`src/rtl/palindrome_pkg.sv`:
```
`default_nettype none
// ============================================================================
// Module      : palindrome_pkg
// Description : Shared widths and state encoding for the palindrome datapath.
// Revision    : 1.0 - initial release
// ============================================================================
package palindrome_pkg;

  localparam int SYM_W    = 4;
  localparam int NUM_SYMS = 16;
  localparam int SEQ_W    = SYM_W * NUM_SYMS;
  localparam int LEN_W    = 4;

  // Loader FSM states
  typedef enum logic [1:0] {
    IDLE   = 2'd0,
    STREAM = 2'd1,
    FINISH = 2'd2
  } state_t;

endpackage
`default_nettype wire

```
`src/rtl/nibble_stream_if.sv`:
```
`default_nettype none
// ============================================================================
// Module      : nibble_stream_if
// Description : Symbol stream valid/ready bus between loader and detector.
// Revision    : 1.0 - initial release
// ============================================================================
interface nibble_stream_if;
  import palindrome_pkg::*;

  logic [SYM_W-1:0] sym_out;
  logic             sym_valid;
  logic             sym_ready;
  logic             sym_last;
  logic [LEN_W-1:0] sym_idx;

  // Producer side
  modport master (
    output sym_out,
    output sym_valid,
    output sym_last,
    output sym_idx,
    input  sym_ready
  );

  // Consumer side
  modport slave (
    input  sym_out,
    input  sym_valid,
    input  sym_last,
    input  sym_idx,
    output sym_ready
  );

endinterface
`default_nettype wire

```
`src/rtl/nibble_stream_loader.sv`:
```
`default_nettype none
// ============================================================================
// Module      : nibble_stream_loader
// Description : Captures a packed symbol sequence on start and streams it one
//               nibble per accepted transfer, most-significant nibble first.
// Revision    : 1.0 - initial release
// ============================================================================
module nibble_stream_loader
  import palindrome_pkg::*;
(
  input  wire logic             clk,
  input  wire logic             reset,
  input  wire logic             start,
  input  wire logic [SEQ_W-1:0] seq_in,
  input  wire logic [LEN_W-1:0] len_in,
  nibble_stream_if.master       sym,
  output      logic             busy,
  output      logic             done,
  output      logic             start_err
);

  state_t           r_state;
  logic [SEQ_W-1:0] r_shift;
  logic [LEN_W-1:0] r_len;
  logic [LEN_W-1:0] r_idx;
  logic             r_busy;
  logic             r_valid;
  logic             r_last;
  logic             r_done;
  logic             r_err;

  state_t           w_state_nxt;
  logic [SEQ_W-1:0] w_shift_nxt;
  logic [LEN_W-1:0] w_len_nxt;
  logic [LEN_W-1:0] w_idx_nxt;
  logic             w_busy_nxt;
  logic             w_err_nxt;
  logic             w_xfer;
  logic             w_last;

  // r_valid is a register, so sym_ready never reaches sym_valid combinationally
  assign w_xfer = r_valid && sym.sym_ready;
  assign w_last = (r_idx == (r_len - LEN_W'(1)));

  // Next-state and datapath updates; everything holds unless a case changes it
  always_comb begin
    w_state_nxt = r_state;
    w_shift_nxt = r_shift;
    w_len_nxt   = r_len;
    w_idx_nxt   = r_idx;
    w_busy_nxt  = r_busy;
    w_err_nxt   = 1'b0;
    case (r_state)
      IDLE: begin
        if (start) begin
          w_shift_nxt = seq_in;
          w_len_nxt   = len_in;
          w_idx_nxt   = '0;
          w_busy_nxt  = 1'b1;
          // An empty sequence still produces a done pulse, just no symbols
          w_state_nxt = (len_in == '0) ? FINISH : STREAM;
        end
      end
      STREAM: begin
        w_err_nxt = start;
        if (w_xfer) begin
          if (w_last) begin
            w_state_nxt = FINISH;
            w_busy_nxt  = 1'b0;
          end else begin
            w_shift_nxt = {r_shift[SEQ_W-SYM_W-1:0], {SYM_W{1'b0}}};
            w_idx_nxt   = r_idx + LEN_W'(1);
          end
        end
      end
      FINISH: begin
        w_err_nxt   = start;
        w_busy_nxt  = 1'b0;
        w_state_nxt = IDLE;
      end
      default: begin
        w_state_nxt = IDLE;
        w_busy_nxt  = 1'b0;
      end
    endcase
  end

  // State, datapath and registered output flags
  always_ff @(posedge clk) begin
    if (!reset) begin
      r_state <= IDLE;
      r_shift <= '0;
      r_len   <= '0;
      r_idx   <= '0;
      r_busy  <= 1'b0;
      r_valid <= 1'b0;
      r_last  <= 1'b0;
      r_done  <= 1'b0;
      r_err   <= 1'b0;
    end else begin
      r_state <= w_state_nxt;
      r_shift <= w_shift_nxt;
      r_len   <= w_len_nxt;
      r_idx   <= w_idx_nxt;
      r_busy  <= w_busy_nxt;
      r_valid <= (w_state_nxt == STREAM);
      r_last  <= (w_state_nxt == STREAM) && (w_idx_nxt == (w_len_nxt - LEN_W'(1)));
      r_done  <= (w_state_nxt == FINISH);
      r_err   <= w_err_nxt;
    end
  end

  assign sym.sym_out   = r_shift[SEQ_W-1 -: SYM_W];
  assign sym.sym_valid = r_valid;
  assign sym.sym_last  = r_last;
  assign sym.sym_idx   = r_idx;
  assign busy          = r_busy;
  assign done          = r_done;
  assign start_err     = r_err;

endmodule
`default_nettype wire

```
`src/flat_wrapper.sv`:
```
// flat-port wrapper written by rule: the top's interface ports become plain ports
module nibble_stream_loader_flat import palindrome_pkg::*;
  (clk, reset, start, seq_in, len_in, busy, done, start_err, sym_sym_out, sym_sym_valid, sym_sym_last, sym_sym_idx, sym_sym_ready);
  nibble_stream_if sym_i ();
  input  wire logic clk;
  input  wire logic reset;
  input  wire logic start;
  input  wire logic [SEQ_W-1:0] seq_in;
  input  wire logic [LEN_W-1:0] len_in;
  output      logic busy;
  output      logic done;
  output      logic start_err;
  output wire logic [$bits(sym_i.sym_out)-1:0] sym_sym_out;
  output wire logic [$bits(sym_i.sym_valid)-1:0] sym_sym_valid;
  output wire logic [$bits(sym_i.sym_last)-1:0] sym_sym_last;
  output wire logic [$bits(sym_i.sym_idx)-1:0] sym_sym_idx;
  input wire logic [$bits(sym_i.sym_ready)-1:0] sym_sym_ready;
  assign sym_sym_out = sym_i.sym_out;
  assign sym_sym_valid = sym_i.sym_valid;
  assign sym_sym_last = sym_i.sym_last;
  assign sym_sym_idx = sym_i.sym_idx;
  assign sym_i.sym_ready = sym_sym_ready;
  nibble_stream_loader u_core (.clk(clk), .reset(reset), .start(start), .seq_in(seq_in), .len_in(len_in), .sym(sym_i), .busy(busy), .done(done), .start_err(start_err));
endmodule
```
`config.mk`:
```
export PLATFORM = sky130hd
export DESIGN_NAME = nibble_stream_loader_flat
export DESIGN_NICKNAME = d
export VERILOG_FILES = /design/src/rtl/palindrome_pkg.sv /design/src/rtl/nibble_stream_if.sv /design/src/rtl/nibble_stream_loader.sv /design/src/flat_wrapper.sv
export SDC_FILE = /design/constraint.sdc
export NUM_CORES = 1
export LEC_CHECK = 0
export CAP_MARGIN = 0
export CELL_PAD_IN_SITES_DETAIL_PLACEMENT = 2
export CELL_PAD_IN_SITES_GLOBAL_PLACEMENT = 2
export CORE_ASPECT_RATIO = 1.25
export CORE_MARGIN = 2
export CORE_UTILIZATION = 33
export DETAILED_ROUTE_END_ITERATION = 8
export HOLD_SLACK_MARGIN = 0.06
export PLACE_DENSITY = 0.9
export SLEW_MARGIN = 20
export SYNTH_ARGS = -nofsm -noshare
export SYNTH_HDL_FRONTEND = slang
export SYNTH_SLANG_ARGS = --single-unit
```
`constraint.sdc`:
```
create_clock -name clk -period 3.8 [get_ports clk]
set_clock_uncertainty 0.2 [all_clocks]
set_input_delay 0.76 -clock clk [delete_from_list [all_inputs] [get_ports clk]]
set_output_delay 0.76 -clock clk [all_outputs]
set_load 0.03 [all_outputs]
```
==> impl_results.md <==
- First-pass GRT wire length: around 18000 um
- Nets: 540
- Syn nets: 473
- Peak supply drop: ~260 uV
- Port bufs: 84
- Routability congestion estimate from global placement: between 0.7 and 0.8
- Yosys cell types: 37
- H-tree levels: 3
- Placed inst area: 0.00466 mm2
- Die Span Y: 123 um
- Vias per cell: 5.31
- Final Cycle Share: between 80% and 90%
- GR Overflow Total: 0
- Clock sinks: 79
- Post-route cell area: 0.00501 mm2
- Total GRT Usage: 19.4%
- Initial antenna violation count: 0
- Total Neg Setup Slack: 0 ns
- Worst hold path type: flop to flop
- # hold bufs at CTS: 0
- Largest cells by area after synthesis: dfxtp_1 42%, mux2i_1 17%, a211oi_1 12%
- Final core utilization: 45.4%
- Pleak: 1.86 nW
- Synth Area in XOR/XNOR: roughly 3.8%
- Setup CP Type: flop to flop
- Die ar.: 0.0122 mm2
- CP required: between 3 and 4 ns
- # IOs: 85
- Yosys warnings: 0
- Die span in x: a little under 100 um
- Initial Utilization: 33.8%
- Max Slew Vio Count: 0
- Syn Area/Cell: 9.41 um2
- Final setup vio count: 0
- Router iterations before antenna repair: 4
- Area growth syn-to-layout: 34.6%
- Post-synthesis sequential area ratio: 42.5%
- CP max FO: 48
- Post-synthesis mux area share: around 18%
- Yosys top cell by area: dfxtp_1
- Startpoint Class: flop
- Crit path cell chain: inv_1 -> ha_1 -> xor3_1 -> or3_1 -> o21ai_1 -> nand2_4 -> buf_4 -> nor2_1 -> a211oi_1
- Mapped cell area: about 0.0037 mm2
- Post-Synth Adder-Cell Area: 1.68%
- Core area: 0.0110 mm2
- Post-CTS setup repair buffer count: 0
- Fmax: 328 MHz
- Drt total wl: 11300 um
- Worst-Skew Late Latency: 0.33 ns
- Final Hold Vio Count: 0
- Relative slew slack: 28.1%
- Wirelength per Cell: 18.7 um
- Max_cap viols: 0
- CP peak stage delay: 0.42 ns
- Largest net degree at the start of global routing: 74
- Ant. Diodes: 0
- Run status: complete, no violations
- Compound-cell area share of the yosys netlist: between 10% and 20%
- Drc violations: 0
- CTS tree: built
- Worst slew pin tran: ~1.1 ns
- Vias in the first global route: 3694
- DR iter-0 viols: 84
- Final Power: 2.68 mW
- CP max stage cell: dfxtp_1
- Setup slack of the most critical reg-to-reg path: 0.75 ns
- Post-CTS sizing: 0
- Row count: 43
- Crit end category: flop
- Post-DP HPWL: approximately 8000 um
- Total number of vias: approximately 3200
- Post-synthesis sequential element count: 79
- RSZ-0062 raised after global routing: no
- Clock tree root buffer cell: clkbuf_16
- Share of layout cells above drive strength 1: 6.84%
- Antenna-violating nets left: 0
- Top cell type's share of synthesized area: 42.5%
- Maximum buffer depth of the clock tree: 2
- Total CTS buffers: 9
- Worst EP arrival: about 3 ns
- Largest family of logic cells by synthesized area: multiplexers
- Synth Area in Simple Gates: roughly an eighth
- Post-Syn Instances: a little under 400
- Clock period minus final worst setup slack: 3.05 ns
- PD cells: between 500 and 600 mW/mm2
- Clk slew on worst S/H paths: 0.06 ns
==> Yosys cell counts, drive strengths merged <==
master   n
a211oi  62
a21o     1
a21oi    8
a22o     1
a31oi    2
and2     2
and3     3
buf     12
clkbuf  21
dfxtp   79
ha       5
inv      7
mux2     1
mux2i   65
nand2   13
nand2b   2
nand3    2
nand3b   5
nor2    71
nor2b    4
nor3     5
nor4     1
nor4b    1
o211ai   1
o21ai    6
o221ai   1
o31ai    1
o32ai    1
or2      1
or3      1
xnor2    7
xor2     2
xor3     2
==> cell type report <==
type | count | area, um2
well taps | 135 | 169
repair buffers | 89 | 891
multi-input cells | 277 | 1990
inverters | 7 | 26.3
fillers | 1180 | 6020
clock buffers | 11 | 253
clock inverters | 5 | 104
flip-flops and latches | 79 | 1580
==> cells by family (layout without fill, tap and decap cells) <==
group	count (synthesis)	count (layout)
buf+inv	40	112
mux	66	66
fa+ha+maj	5	5
simple gates	111	111
compound gates	84	84
flops	79	79
xor+xnor	11	11
==> critical path, delay by kind of cell (launching register included) <==
| family | cells | cell delay (ns) |
|---|---|---|
| AND/OR/NAND/NOR | 3 | 0.88 |
| buffers and inverters | 2 | 0.43 |
| flip-flops | 1 | 0.42 |
| XOR/XNOR | 1 | 0.39 |
| AO/OA/AOI/OAI | 2 | 0.36 |
| adder cells (fa/ha/maj) | 1 | 0.20 |
==> report_power, final <==
group / total [mW] / switching, mW / leakage [nW] / internal [mW]
logic: 0.636 / 0.342 / 1.04 / 0.293
clock network: 1.03 / 0.349 / 0.176 / 0.678
registers: 1.02 / 0.0732 / 0.652 / 0.948
total: 2.68 / 0.764 / 1.86 / 1.92
==> per-layer routing <==
metal	track usage, %	wire length, um	vias to the layer above
met4	7.36	227	0
met1	21.2	4540	1574
met3	4.27	431	12
met5	0	0	-
li1	-	-	1552
met2	36.4	6070	61
==> worst paths after layout <==
| kind | startpoint | endpoint | cells after the start |
|---|---|---|---|
| worst max-delay path | u_core.r_len[0]$_SDFF_PN0_ | u_core.r_shift[21]$_SDFFE_PN0P_ | 9 |
| worst min-delay path | u_core.r_shift[0]$_SDFFE_PN0P_ | u_core.r_shift[0]$_SDFFE_PN0P_ | 2 |
| worst max register to register | u_core.r_len[0]$_SDFF_PN0_ | u_core.r_shift[21]$_SDFFE_PN0P_ | 9 |
| worst min register to register | u_core.r_shift[0]$_SDFFE_PN0P_ | u_core.r_shift[0]$_SDFFE_PN0P_ | 2 |
==> placed cells by master (no fill, tap or decap), drive strengths merged, types with 3 or more instances in the layout <==
cell type	count
clkdlybuf4s50	84
nor3	5
a21oi	8
mux2i	65
a211oi	62
nor2	71
dfxtp	79
ha	5
inv	7
buf	5
nand3b	5
nor2b	4
and3	3
clkbuf	11
o21ai	6
bufinv	3
xnor2	7
nand2	13
==> flip-flops by register name, summed over array words and instances (netlist names) <==
signal,cells
u_core.sym.sym_valid,1
u_core.r_shift,64
u_core.sym.sym_last,1
u_core.sym.sym_idx,4
u_core.r_state,2
u_core.done,1
u_core.busy,1
u_core.start_err,1
u_core.r_len,4
==> stage by stage <==
step / cells / hold WS, ns / worst slack [ns]
detailed placement: 587 / 0.252 / 0.384
floorplan: 396 / 0.232 / 1.21
global placement: 587 / 0.238 / 0.575
CTS: 603 / 0.260 / 0.717
finish: 603 / 0.254 / 0.749
global route: 603 / 0.284 / 0.526
Power figures use the tool's default switching activity.
